`src/rtl/lsu_pkg.sv`:
```
// lsu_pkg: funct3 codes, FSM state encoding, timeout default and request legality check for load_store_unit
package lsu_pkg;
    localparam logic [2:0] F3_B  = 3'b000;
    localparam logic [2:0] F3_H  = 3'b001;
    localparam logic [2:0] F3_W  = 3'b010;
    localparam logic [2:0] F3_BU = 3'b100;
    localparam logic [2:0] F3_HU = 3'b101;
    typedef logic [2:0] lsu_state_t;
    localparam lsu_state_t S_IDLE   = 3'd0;
    localparam lsu_state_t S_RD     = 3'd1;
    localparam lsu_state_t S_RMW_RD = 3'd2;
    localparam lsu_state_t S_WR     = 3'd3;
    localparam lsu_state_t S_RESP   = 3'd4;
    localparam int TIMEOUT_DEFAULT = 256;
    // Unsupported width codes, unsigned stores, and misaligned half/word accesses are rejected
    function automatic logic bad_req(input logic we, input logic [2:0] f3, input logic [1:0] off);
        return f3 == 3'b011 || f3[2:1] == 2'b11 || (f3[2] && we) ||
               (f3[1:0] == F3_H[1:0] && off[0]) || (f3 == F3_W && off != 2'b00);
    endfunction
endpackage

```
`src/rtl/lsu_align.sv`:
```
// lsu_align: little-endian lane extract/extend for loads and lane merge for sub-word stores
//   word  : memory word (load source / old word for merge)
//   wdata : store data, low byte/half used for SB/SH
//   off   : byte offset addr[1:0]
//   f3    : funct3 width/sign code
//   ld    : extracted and extended load result
//   st    : word to write back
module lsu_align
    import lsu_pkg::*;
(
    input  logic [31:0] word,
    input  logic [31:0] wdata,
    input  logic [1:0]  off,
    input  logic [2:0]  f3,
    output logic [31:0] ld,
    output logic [31:0] st
);
    logic [4:0]  sa;
    logic [31:0] sh;
    logic [31:0] mask;
    always_comb begin
        sa   = {off, 3'b000};
        sh   = word >> sa;
        ld   = f3[1:0] == F3_B[1:0] ? {{24{sh[7] & ~f3[2]}}, sh[7:0]} :
               f3[1:0] == F3_H[1:0] ? {{16{sh[15] & ~f3[2]}}, sh[15:0]} : word;
        mask = (f3[1:0] == F3_B[1:0] ? 32'h0000_00FF : 32'h0000_FFFF) << sa;
        st   = f3[1:0] == F3_W[1:0] ? wdata : (word & ~mask) | ((wdata << sa) & mask);
    end
endmodule

```
`src/rtl/load_store_unit.sv`:
```
// load_store_unit: turns RISC-V LB/LH/LW/LBU/LHU/SB/SH/SW into word-aligned memory accesses
module load_store_unit
  import lsu_pkg::*;
#(
  parameter int TIMEOUT_CYCLES = TIMEOUT_DEFAULT
) (
  input  logic        clk,
  input  logic        rst_n,
  input  logic        req_i,
  input  logic        we_i,
  input  logic [2:0]  funct3_i,
  input  logic [31:0] addr_i,
  input  logic [31:0] wdata_i,
  output logic [31:0] rdata_o,
  output logic        done_o,
  output logic        err_o,
  output logic        busy_o,
  output logic        mem_rd_en_o,
  output logic        mem_wr_en_o,
  output logic [31:0] mem_addr_o,
  output logic [31:0] mem_wdata_o,
  input  logic [31:0] mem_rdata_i,
  input  logic        mem_ack_i
);
  lsu_state_t  state;
  logic        err;
  logic [2:0]  f3;
  logic [31:0] addr;
  logic [31:0] wdata;
  logic [31:0] rdata;
  logic [31:0] ld_word;
  logic [31:0] st_word;
  logic        bad;
  logic        tmo;
  lsu_align u_align (
    .word  (mem_rdata_i),
    .wdata (wdata),
    .off   (addr[1:0]),
    .f3    (f3),
    .ld    (ld_word),
    .st    (st_word)
  );
  assign bad         = bad_req(we_i, funct3_i, addr_i[1:0]);
  assign busy_o      = state != S_IDLE;
  assign done_o      = state == S_RESP;
  assign err_o       = done_o && err;
  assign rdata_o     = rdata;
  assign mem_rd_en_o = state == S_RD || state == S_RMW_RD;
  assign mem_wr_en_o = state == S_WR;
  assign mem_addr_o  = {addr[31:2], 2'b00};
  assign mem_wdata_o = wdata;
`ifdef LSU_TIMEOUT_EN
  localparam int CW = $clog2(TIMEOUT_CYCLES + 1);
  logic [CW-1:0] cnt;
  assign tmo = (mem_rd_en_o || mem_wr_en_o) && cnt == CW'(TIMEOUT_CYCLES - 1);
  always_ff @(posedge clk)
    cnt <= (!rst_n || !(mem_rd_en_o || mem_wr_en_o) || mem_ack_i || tmo) ? '0 : cnt + 1'b1;
`else
  assign tmo = 1'b0;
`endif
  always_ff @(posedge clk) begin
    if (!rst_n) begin
      state <= S_IDLE;
      err   <= 1'b0;
      f3    <= '0;
      addr  <= '0;
      wdata <= '0;
      rdata <= '0;
    end else begin
      case (state)
        S_IDLE: if (req_i) begin
          f3    <= funct3_i;
          addr  <= addr_i;
          wdata <= wdata_i;
          err   <= bad;
          if (bad) rdata <= '0;
          state <= bad ? S_RESP : !we_i ? S_RD : funct3_i == F3_W ? S_WR : S_RMW_RD;
        end
        S_RESP: state <= S_IDLE;
        default: if (mem_ack_i) begin
          if (state == S_RD) rdata <= ld_word;
          if (state == S_RMW_RD) wdata <= st_word;
          state <= state == S_RMW_RD ? S_WR : S_RESP;
        end else if (tmo) begin
          err   <= 1'b1;
          state <= S_RESP;
        end
      endcase
    end
  end
endmodule

```
`config.mk`:
```
export PLATFORM = sky130hd
export DESIGN_NAME = load_store_unit
export DESIGN_NICKNAME = d
export VERILOG_FILES = /design/src/rtl/lsu_pkg.sv /design/src/rtl/lsu_align.sv /design/src/rtl/load_store_unit.sv
export SDC_FILE = /design/constraint.sdc
export NUM_CORES = 1
export LEC_CHECK = 0
export BUFFER_PORTS_ARGS = -buffer_cell sky130_fd_sc_hd__clkbuf_2
export CORE_AREA = 2 2 162 85
export DETAILED_ROUTE_END_ITERATION = 8
export DIE_AREA = 0 0 164 87
export GPL_TIMING_DRIVEN = 0
export PLACE_DENSITY = 0.72
export SYNTH_ARGS = -nofsm -noshare
export SYNTH_HDL_FRONTEND = slang
export SYNTH_SLANG_ARGS = --single-unit
```
`constraint.sdc`:
```
create_clock -name clk -period 1.7 [get_ports clk]
set_input_delay 0.085 -clock clk [delete_from_list [all_inputs] [get_ports clk]]
set_output_delay 0.085 -clock clk [all_outputs]
set_load 0.005 [all_outputs]
```
==> Word-level counts from Yosys, hierarchy flattened <==
Cells that the tools add are included.
{ "word_totals": {"romBits": 0, "n_memories": 0, "latchBits": 0, "register_bits": 103, "mem_bits_rw": 0, "wordCells": 71} }
{ "classes": {"order_cmp": 0, "n_eq_ne": 13, "bitwise": 8, "n_reduce_logical": 21, "mul": 0, "n_addsub": 0, "shifts": 3, "mux": 20, "n_div": 0} }
{ "op_table": {"columns": ["cell", "count"], "rows": [
  ["two-way mux 32 bit", 10],
  ["case mux 32 bit (2 select lines)", 2],
  ["AND 32 bit", 2],
  ["left shift 32 x 5 -> 32 bit", 2],
  ["inverter 32 bit", 1],
  ["OR 32 bit", 1],
  ["right shift 32 x 5 -> 16 bit", 1],
  ["two-way mux 16 bit", 1],
  ["equality test 3 x 2 -> 1 bit, second input constant", 4],
  ["two-way mux 3 bit", 4],
  ["AND reduction 5 bit", 2],
  ["nonzero test 2 bit", 4],
  ["!= test 2 bit, second input constant", 3],
  ["case mux 3 bit (2 select lines)", 1],
  ["nonzero test 3 bit", 2],
  ["logical OR 1 bit", 5],
  ["equality test 2 x 1 -> 1 bit, second input constant", 2],
  ["equality test 2 bit, second input constant", 2],
  ["logical AND 1 bit", 4],
  ["AND reduction 2 bit", 2],
  ["equality test 3 x 1 -> 1 bit, second input constant", 1],
  ["equality test 3 bit, second input constant", 1],
  ["zero test 3 bit", 1],
  ["AND 1 bit", 2],
  ["4 further kinds", 5]
]} }

==> Logic depth before layout (Yosys ltp) <==
Gate-level depths: netlist (run 1).
{ "logic_depth": {"depth_word": 10, "ltp_mapped": 8, "depth_no_buf": 5} }

==> By module <==
A second synthesis (run 1) with hierarchy kept.
{ "unflattened": {"hier_cells": 865, "area_unflattened_um2": 6538.8} }
{ "by_module_without_submodules": {"columns": ["module", "seq_area_each_um2", "area_per_inst_um2", "instances", "cells_each"], "rows": [
  ["load_store_unit", 2062.0, 4744.6, 1, 601],
  ["lsu_align", 0.0, 1794.2, 1, 264]
]} }

==> Least setup slack after synthesis (run 1) <==
OpenSTA, ideal clock, no wires.
{ "synth_timing": {"path_type": "register -> register", "from": "register addr[0]", "to": "register rdata[10], in the netlist rdata_o[10]", "path_buffers": 1, "setup_ns": 0.127, "synth_period_minus_slack_ns": 1.638, "setup_slack_ns": 0.062, "arrival_time_ns": 1.511, "required_time_ns": 1.573, "stages_incl_launch_ff": 6, "path_cell_list": "dfxtp_1 -> buf_6 -> mux4_2 -> and3_4 -> a2111oi_4 -> o2bb2ai_1"} }
{ "synth_via": {"elab_chain_len": 6} }
{ "synth_rtl": {"columns": ["item", "line", "source"], "rows": [
  ["start, declared", "load_store_unit.sv:28", "logic [31:0] addr;"],
  ["start signal, assigned", "load_store_unit.sv:73", "addr <= addr_i;"],
  ["right shift 32 x 5 -> 16 bit *", "lsu_align.sv:23", "sh = word >> sa;"],
  ["two-way mux 32 bit or AND 1 bit (tied branches)", "lsu_align.sv:25, lsu_align.sv:24", null],
  ["two-way mux 32 bit *", "lsu_align.sv:24", "ld = f3[1:0] == F3_B[1:0] ? {{24{sh[7] & ~f3[2]}}, sh[7:0]} :"],
  ["two-way mux 32 bit *", "load_store_unit.sv:81", "if (state == S_RD) rdata <= ld_word;"],
  ["two-way mux 32 bit *", "load_store_unit.sv:80", "default: if (mem_ack_i) begin"],
  ["case mux 32 bit (2 select lines) *", "load_store_unit.sv:70", "case (state)"],
  ["end signal, assigned", "load_store_unit.sv:81", null],
  ["end, declared", "load_store_unit.sv:30", "logic [31:0] rdata;"]
]} }
Mark *: on every way between the ends. The rest lies on a longest branch, timed or not. The select of a mux whose other input is x is not followed.
A chain may end at the register's enable or synchronous reset.

==> Worst setup path in the final report (run 1) <==
{ "layout_timing": {"from": "register addr[0]", "to": "register wdata[9], in the netlist mem_wdata_o[9]"} }
{ "layout_via": {"elab_chain_len": 8} }
{ "layout_rtl": {"columns": ["item", "line", "source"], "rows": [
  ["left shift 32 x 5 -> 32 bit", "lsu_align.sv:26", "mask = (f3[1:0] == F3_B[1:0] ? 32'h0000_00FF : 32'h0000_FFFF) << sa;"],
  ["inverter 32 bit", "lsu_align.sv:27", "st = f3[1:0] == F3_W[1:0] ? wdata : (word & ~mask) | ((wdata << sa) & mask);"],
  ["AND 32 bit", "lsu_align.sv:27", null],
  ["OR 32 bit *", "lsu_align.sv:27", null],
  ["two-way mux 32 bit *", "lsu_align.sv:27", null],
  ["two-way mux 32 bit *", "load_store_unit.sv:82", "if (state == S_RMW_RD) wdata <= st_word;"],
  ["two-way mux 32 bit *", "load_store_unit.sv:80", null],
  ["case mux 32 bit (2 select lines) *", "load_store_unit.sv:70", null],
  ["end signal, assigned", "load_store_unit.sv:74", "wdata <= wdata_i;"],
  ["end signal, assigned", "load_store_unit.sv:82", null],
  ["end, declared", "load_store_unit.sv:29", "logic [31:0] wdata;"]
]} }
Marks and branches as above.

==> results of run 1 <==
==> metal layers <==
layer  vias up  part of all wire, %  track usage (%)
met5         -                    0                0
met4         0                  2.0             6.78
met3        48                   14             12.7
met2       431                   38             37.7
met1      2989                   46             44.1
li1       2911                    -                -
==> cell usage in the layout, fill, tap and decap left out, types with 6 or more instances in the layout <==
| cell | count |
|---|---|
| o2bb2ai_1 | 7 |
| clkbuf_2 | 217 |
| inv_1 | 12 |
| clkbuf_1 | 9 |
| dlygate4sd3_1 | 35 |
| nand2_1 | 104 |
| nand2b_1 | 23 |
| buf_6 | 14 |
| buf_4 | 50 |
| mux2_2 | 15 |
| mux2i_1 | 19 |
| o221a_2 | 12 |
| o221a_1 | 11 |
| clkbuf_16 | 12 |
| nor3_1 | 10 |
| buf_2 | 8 |
| a22o_1 | 16 |
| a21oi_1 | 57 |
| o21ai_0 | 15 |
| buf_8 | 9 |
| dfxtp_1 | 98 |
| nand3_1 | 18 |
| nor2_1 | 30 |
| o221ai_1 | 6 |
| o211ai_1 | 9 |
| or3_1 | 8 |
==> cell type report <==
type / count / area (um^2)
Sequential cell: 103 / 2070
Buffer: 88 / 674
Inverter: 13 / 48.8
Multi-Input combinational cell: 458 / 3220
Clock buffer: 11 / 243
Fill cell: 1131 / 4810
Clock inverter: 4 / 70.1
Tap cell: 176 / 220
Timing Repair Buffer: 264 / 1670
==> worst reg2reg max path, cell delays in order, from the launching register on <==
cell and delay (ns):
dfxtp_2 0.33, buf_12 0.13, buf_8 0.13, buf_6 0.11, nor3_4 0.21, buf_6 0.15, nor2_4 0.05, buf_6 0.13
o211ai_1 0.24, a311oi_2 0.13
==> logic make-up (layout without fill, tap and decap cells) <==
| group | Yosys count | count (layout) | synth area share (%) |
|---|---|---|---|
| xor+xnor | 2 | 2 | 0.310 |
| compound gates | 185 | 185 | 25.2 |
| other cells | 1 | 2 | 0.0664 |
| buf+inv | 103 | 380 | 10.9 |
| simple gates | 231 | 231 | 19.8 |
| mux | 38 | 38 | 7.31 |
| flops | 103 | 103 | 36.5 |
==> stage by stage <==
stage                     power (mW)  instances  setup WS [ns]  area [um^2]
after floorplan                 4.26        664         0.0621         5650
after global placement          5.11       1042         -0.394         6880
final                           7.94       1117        -0.0516         8220
after detailed placement        5.13       1042         -0.473         6880
after global routing            8.26       1117        -0.0781         8220
after CTS                       7.57       1100       -0.00690         7780
==> worst max-delay path by stage <==
| stage | start | cells past startpoint | slack [ns] | end |
|---|---|---|---|---|
| 3_3_place_gp | addr[0]$_SDFFE_PN0P_ | 5 | -0.39 | mem_wdata_o[15]$_SDFFE_PN0P_ |
| 6_report | addr[0]$_SDFFE_PN0P_ | 9 | -0.05 | mem_wdata_o[9]$_SDFFE_PN0P_ |
| 3_5_place_dp | addr[0]$_SDFFE_PN0P_ | 5 | -0.47 | mem_wdata_o[15]$_SDFFE_PN0P_ |
| 4_1_cts | addr[0]$_SDFFE_PN0P_ | 6 | -0.007 | rdata_o[13]$_SDFFE_PN0P_ |
| 5_1_grt | addr[0]$_SDFFE_PN0P_ | 9 | -0.08 | mem_wdata_o[9]$_SDFFE_PN0P_ |
| 2_1_floorplan | addr[0]$_SDFFE_PN0P_ | 5 | 0.06 | rdata_o[10]$_SDFFE_PN0P_ |
==> what timing repair did <==
item | in CTS | in global routing
gates cloned | 0 | 4
setup buffers | 9 | 14
gates resized for setup | 51 | 78
pin swaps | 8 | 21
endpoints found under the hold margin | 35 | 0
hold buffers | 35 | 0
setup endpoints to repair | 99 | 68
==> synthesized netlist by cell type (all sizes together), types with 4 or more instances <==
master and instances:
o221ai 9, a31oi 6, nor3b 7, nor2b 4, o21ai 21, nor3 12
o211ai 10, mux2 16, a311oi 8, o221a 23, mux2i 21, buf 63
nand2 105, nor2 35, a21oi 59, dfxtp 103, inv 13, or3 8
a221oi 5, o2bb2ai 7, a2bb2oi 4, nand3 18, clkbuf 27, a22o 16
nand2b 24
==> power by group through the flow <==
stage / Clock [mW] / Sequential, mW / Combinational, mW
global placement: 0 / 2.90 / 2.21
CTS: 2.27 / 2.87 / 2.43
finish: 2.25 / 2.90 / 2.80
global route: 2.38 / 2.90 / 2.98
floorplan: 0 / 2.84 / 1.42
detailed placement: 0 / 2.90 / 2.23
==> run metrics, run 1 <==
outcome finished with violations; failing checks setup timing; WP data required 1.90 ns; Worst R2R End mem_wdata_o[9]$_SDFFE_PN0P_; CP Max Fanout 6; DPL Wire Length about 16000 um; register bit total from synthesis 103; hold slack between 0.015 and 0.02 ns; total vias in the final route 6379; Starting Density roughly 43%; post-route minimum period 1.75 ns; Setup Skew between 0.008 and 0.009 ns; Antenna diodes 0; Final Wtd Congestion ~1; Leak 3.70 nW; crit end category register; WHS Endpoint mem_wdata_o[13]$_SDFFE_PN0P_; CP cell instances buf_12, buf_8, buf_6, nor3_4, buf_6, nor2_4, buf_6, o211ai_1, a311oi_2; full die area 14300 um^2; RSZ-0062 raised after global routing yes; final design utilization a little over three fifths; total wire length 22400 um; CTS root buf clkbuf_16; Final Hold Fails 0; Slew @ Worst Pin between 0.7 and 0.8 ns; remaining antenna violation count 0; R2R Path Start addr[0]$_SDFFE_PN0P_; sw power approximately 2.7 mW; switch share between 30% and 40%; CP Launch Type register; setup TNS -0.0733 ns; fin crit share 103%; gr ovfl total 0; num rows 30; Top delay family on crit path buffers and inverters; Nets 1041; yosys warns 0; DRT iter0 DRCs 644; core box area 13000 um^2; fraction of layout cells with a size suffix above 1 around 43%; synthesized instance count 663; ys async rst share 0%; post-synth cell types 64; I/O pin count about 210; Hold Path Class in -> reg; first-pass GRT wire length roughly 32000 um; Avg WL per Cell around 20 um; IO Port Bufs approximately 200; Slew HR 51.6%; H-Tree Depth 3; ys flop type dfxtp_1; pwr dens 966 nW/um^2; setup ws final -0.0516 ns; Critical-path top delay cell dfxtp_2; initial antenna violation count 0; Worst-Skew Late Latency 0.35 ns; residual DRC count 0; Max-Cap Viols 0; Slew Viols, Final 0; vias in the first global route 5706; worst hold stages 3; Vias/cell 5.71; reg2reg setup slack -0.05 ns; number of synthesized flops with an enable pin 0; FMAX approximately 570 MHz; critical path arrival 1.96 ns; Setup CP Type reg -> reg; Comb pwr share around a third; Synth area leader dfxtp_1; pin count of the biggest net entering global routing 16; Clock Path Buffers 2; sequential share of power 36.5%; CP max stage delay ~0.33 ns; mean post-synth cell area about 8.5 um^2; Crit path top cell by count buf_6; cell-internal power between 5 and 6 mW; Die Y-Extent around 87 um; WP buf/inv 5; clock sinks around 100; area grow syn2layout 45.5%; Hold Path Origin wdata_i[13]; clock-pin slew on the worst setup and hold paths 0.07 ns; DRT Pass-1 Iters 5; CTS Buf Count 9; share of the synthesized area in the top cell type a little over a third; power share of the clock group 28.3%; DIE WIDTH approximately 160 um; Cell Area, Synth 5650 um^2; gr usage total just under 30%; Seq/Total Area, Yosys roughly 37%; top cells by area, synth dfxtp_1 (37%), nand2_1 (7.0%), a21oi_1 (5.2%); final setup fails 4; CTS tree yes; FF-to-FF path depth 9; peak supply drop 0.000480 V
Note: power is estimated with default switching activity, not from simulation.
==> run 2: changes to the inputs <==
--- a/config.mk
+++ b/config.mk
@@ -11,6 +11,7 @@
 export DIE_AREA = 0 0 164 87
 export GPL_TIMING_DRIVEN = 0
 export PLACE_DENSITY = 0.72
+export RECOVER_POWER = 100
 export SYNTH_ARGS = -nofsm -noshare
 export SYNTH_HDL_FRONTEND = slang
 export SYNTH_SLANG_ARGS = --single-unit
==> run 2 against run 1 <==
Compared with the run above: clock skew up 0.0011 ns; register-to-register slack worse by 0.02 ns; clock-buffer cell count unchanged; worst setup slack worse by 0.020 ns; via count up 0.72%; total power down 0.54%; the flow still finishes with violations (setup timing); worst hold slack worse by 0.0051 ns; largest power group unchanged; wire length up 0.27%; utilization down 0.62 points; critical path depth unchanged.
==> run metrics, run 2 (synthesized netlist as in run 1, its figures left out) <==
pin count of the biggest net entering global routing 16 (unchanged); final design utilization 62.5% (was 63.1%); Max-Cap Viols 0 (unchanged); total vias in the final route 6425 (was 6379); CP cell instances buf_12, buf_8, buf_6, nor3_4, buf_6, nor2_4, buf_6, o211ai_1, a311oi_2 (unchanged); switch share 33.7% (was 33.4%); sw power 2.66 mW (about the same); CTS Buf Count 9 (unchanged); Worst path depth 9 (unchanged); FMAX 564 MHz (was 571 MHz); RSZ-0062 raised after global routing yes (unchanged); clock sinks 103 (unchanged); setup ws final -0.0720 ns (was -0.0516 ns); crit end category register (unchanged); Die Y-Extent 87 um (unchanged); most common cell after layout, fill and taps aside clkbuf_2 (unchanged); FF-to-FF path depth 9 (unchanged); final setup fails 4 (unchanged); gr usage total 29.5% (unchanged); failing checks setup timing (unchanged); Crit path top cell by count buf_6 (unchanged); power share of the clock group 28.5% (was 28.3%); outcome finished with violations (unchanged); placed cells 1042 (unchanged); hold slack 0.0107 ns (was 0.0159 ns); worst hold stages 3 (unchanged); full die area 14300 um^2 (unchanged); post-route minimum period 1.77 ns (was 1.75 ns); Slew @ Worst Pin 0.695 ns (was 0.726 ns); Clock Path Buffers 2 (unchanged); DRT iter0 DRCs 658 (was 644); Critical-path top delay cell dfxtp_2 (unchanged); Nets 1041 (unchanged); Antenna diodes 0 (unchanged); final instance area 8140 um^2 (was 8220 um^2); Hold Path Origin wdata_i[13] (unchanged); Final Wtd Congestion 0.989 (unchanged); pwr dens 970 nW/um^2 (was 966 nW/um^2); first-pass GRT wire length 31600 um (unchanged); Starting Density 43.4% (unchanged); clock-pin slew on the worst setup and hold paths 0.07 ns (about the same); residual DRC count 0 (unchanged); cell-internal power 5.24 mW (was 5.28 mW); total wire length 22500 um (was 22400 um); CP max stage delay 0.33 ns (about the same); WP buf/inv 5 (unchanged); peak supply drop 0.000481 V (was 0.000480 V); Vias/cell 5.75 (was 5.71); Non-Filler Instances 1117 (unchanged); IO Port Bufs 202 (unchanged); Slew HR 53.7% (was 51.6%); CP Launch Type register (unchanged); CTS tree yes (unchanged); DP Worst Slack -0.473 ns (unchanged); Top delay family on crit path buffers and inverters (unchanged); Avg WL per Cell 20.1 um (about the same); sequential share of power 36.6% (was 36.5%); most frequent cells in the layout clkbuf_2 (165), nand2_1 (104), dfxtp_1 (98), clkbuf_1 (65), a21oi_1 (57) (was clkbuf_2 (217), nand2_1 (104), dfxtp_1 (98), a21oi_1 (57), buf_4 (50)); Leak 3.50 nW (was 3.70 nW); core box area 13000 um^2 (unchanged); num rows 30 (unchanged); Comb pwr share 34.9% (was 35.2%); I/O pin count 205 (unchanged); Slew Viols, Final 0 (unchanged); R2R Path Start addr[0]$_SDFFE_PN0P_ (unchanged); CTS root buf clkbuf_16 (unchanged); vias in the first global route 5706 (unchanged); initial antenna violation count 0 (unchanged); remaining antenna violation count 0 (unchanged); Setup Skew 0.00971 ns (was 0.00859 ns); DIE WIDTH 164 um (unchanged); WP data required 1.91 ns (was 1.90 ns); H-Tree Depth 3 (unchanged); Final Hold Fails 0 (unchanged); area grow syn2layout 44.1% (was 45.5%); CP Max Fanout 6 (unchanged); Crit. Startpoint addr[0]$_SDFFE_PN0P_ (unchanged); Worst-Skew Late Latency 0.35 ns (about the same); gr ovfl total 0 (unchanged); DPL Wire Length 15900 um (unchanged); fin crit share 104% (was 103%); total placed instance area 6880 um^2 (unchanged); fraction of layout cells with a size suffix above 1 36.6% (was 42.5%); DRT Pass-1 Iters 8 (was 5); Hold Path Class in -> reg (unchanged); Setup CP Type reg -> reg (unchanged); critical path arrival 1.98 ns (was 1.96 ns); Filler Cell Count 1178 (was 1131)
## run 2: worst register-to-register path: stages (launching register included)
cell and delay, ns:
dfxtp_2 0.33, buf_12 0.14, buf_8 0.13, buf_6 0.11, nor3_4 0.21, buf_6 0.15, nor2_4 0.05, buf_6 0.12
o211ai_1 0.25, a311oi_2 0.14
## run 2: through the flow
step                total power [mW]  TNS [ns]
floorplan                       4.26         0
global placement                5.11    -18.79
detailed placement              5.13    -21.26
CTS                             7.57   -0.0113
global route                    8.22    -0.824
finish                          7.90   -0.0926
## run 2: final cells by class
| cell class | count | area, um^2 | area share [%] |
|---|---|---|---|
| inverter | 13 | 48.8 | 0.600 |
| multi-input combinational | 458 | 3220 | 39.5 |
| tap | 176 | 220 | 2.71 |
| buffer | 88 | 663 | 8.15 |
| clock buffer | 11 | 243 | 2.98 |
| timing repair buffer | 264 | 1600 | 19.7 |
| clock inverter | 4 | 70.1 | 0.861 |
| sequential | 103 | 2070 | 25.5 |
## run 2: worst paths after layout
check	slack, ns	end
max	-0.07	mem_wdata_o[9]$_SDFFE_PN0P_
min	0.01	mem_wdata_o[13]$_SDFFE_PN0P_
max reg2reg	-0.07	mem_wdata_o[9]$_SDFFE_PN0P_
min reg2reg	0.46	addr[14]$_SDFFE_PN0P_
## run 2: what timing repair did
item,4_1_cts,5_1_grt
gates cloned,0,4
hold endpoints to repair,35,0
pin swaps,8,21
setup buffers,9,14
hold buffers,35,0
setup endpoints to repair,99,68
gates resized for setup,51,78
## run 2: routing by layer
metal | wire length [um] | part of all wire [%] | track usage, %
met4 | 439 | 2.0 | 6.78
met1 | 10200 | 45 | 44.1
met3 | 3370 | 15 | 12.7
met5 | 0 | 0 | 0
met2 | 8470 | 38 | 37.7
## run 2: power by group through the flow
stage          logic, mW  clock network [mW]  registers [mW]
3_5_place_dp        2.23                   0            2.90
4_1_cts             2.43                2.27            2.87
2_1_floorplan       1.42                   0            2.84
3_3_place_gp        2.21                   0            2.90
5_1_grt             2.93                2.38            2.90
6_report            2.76                2.25            2.89
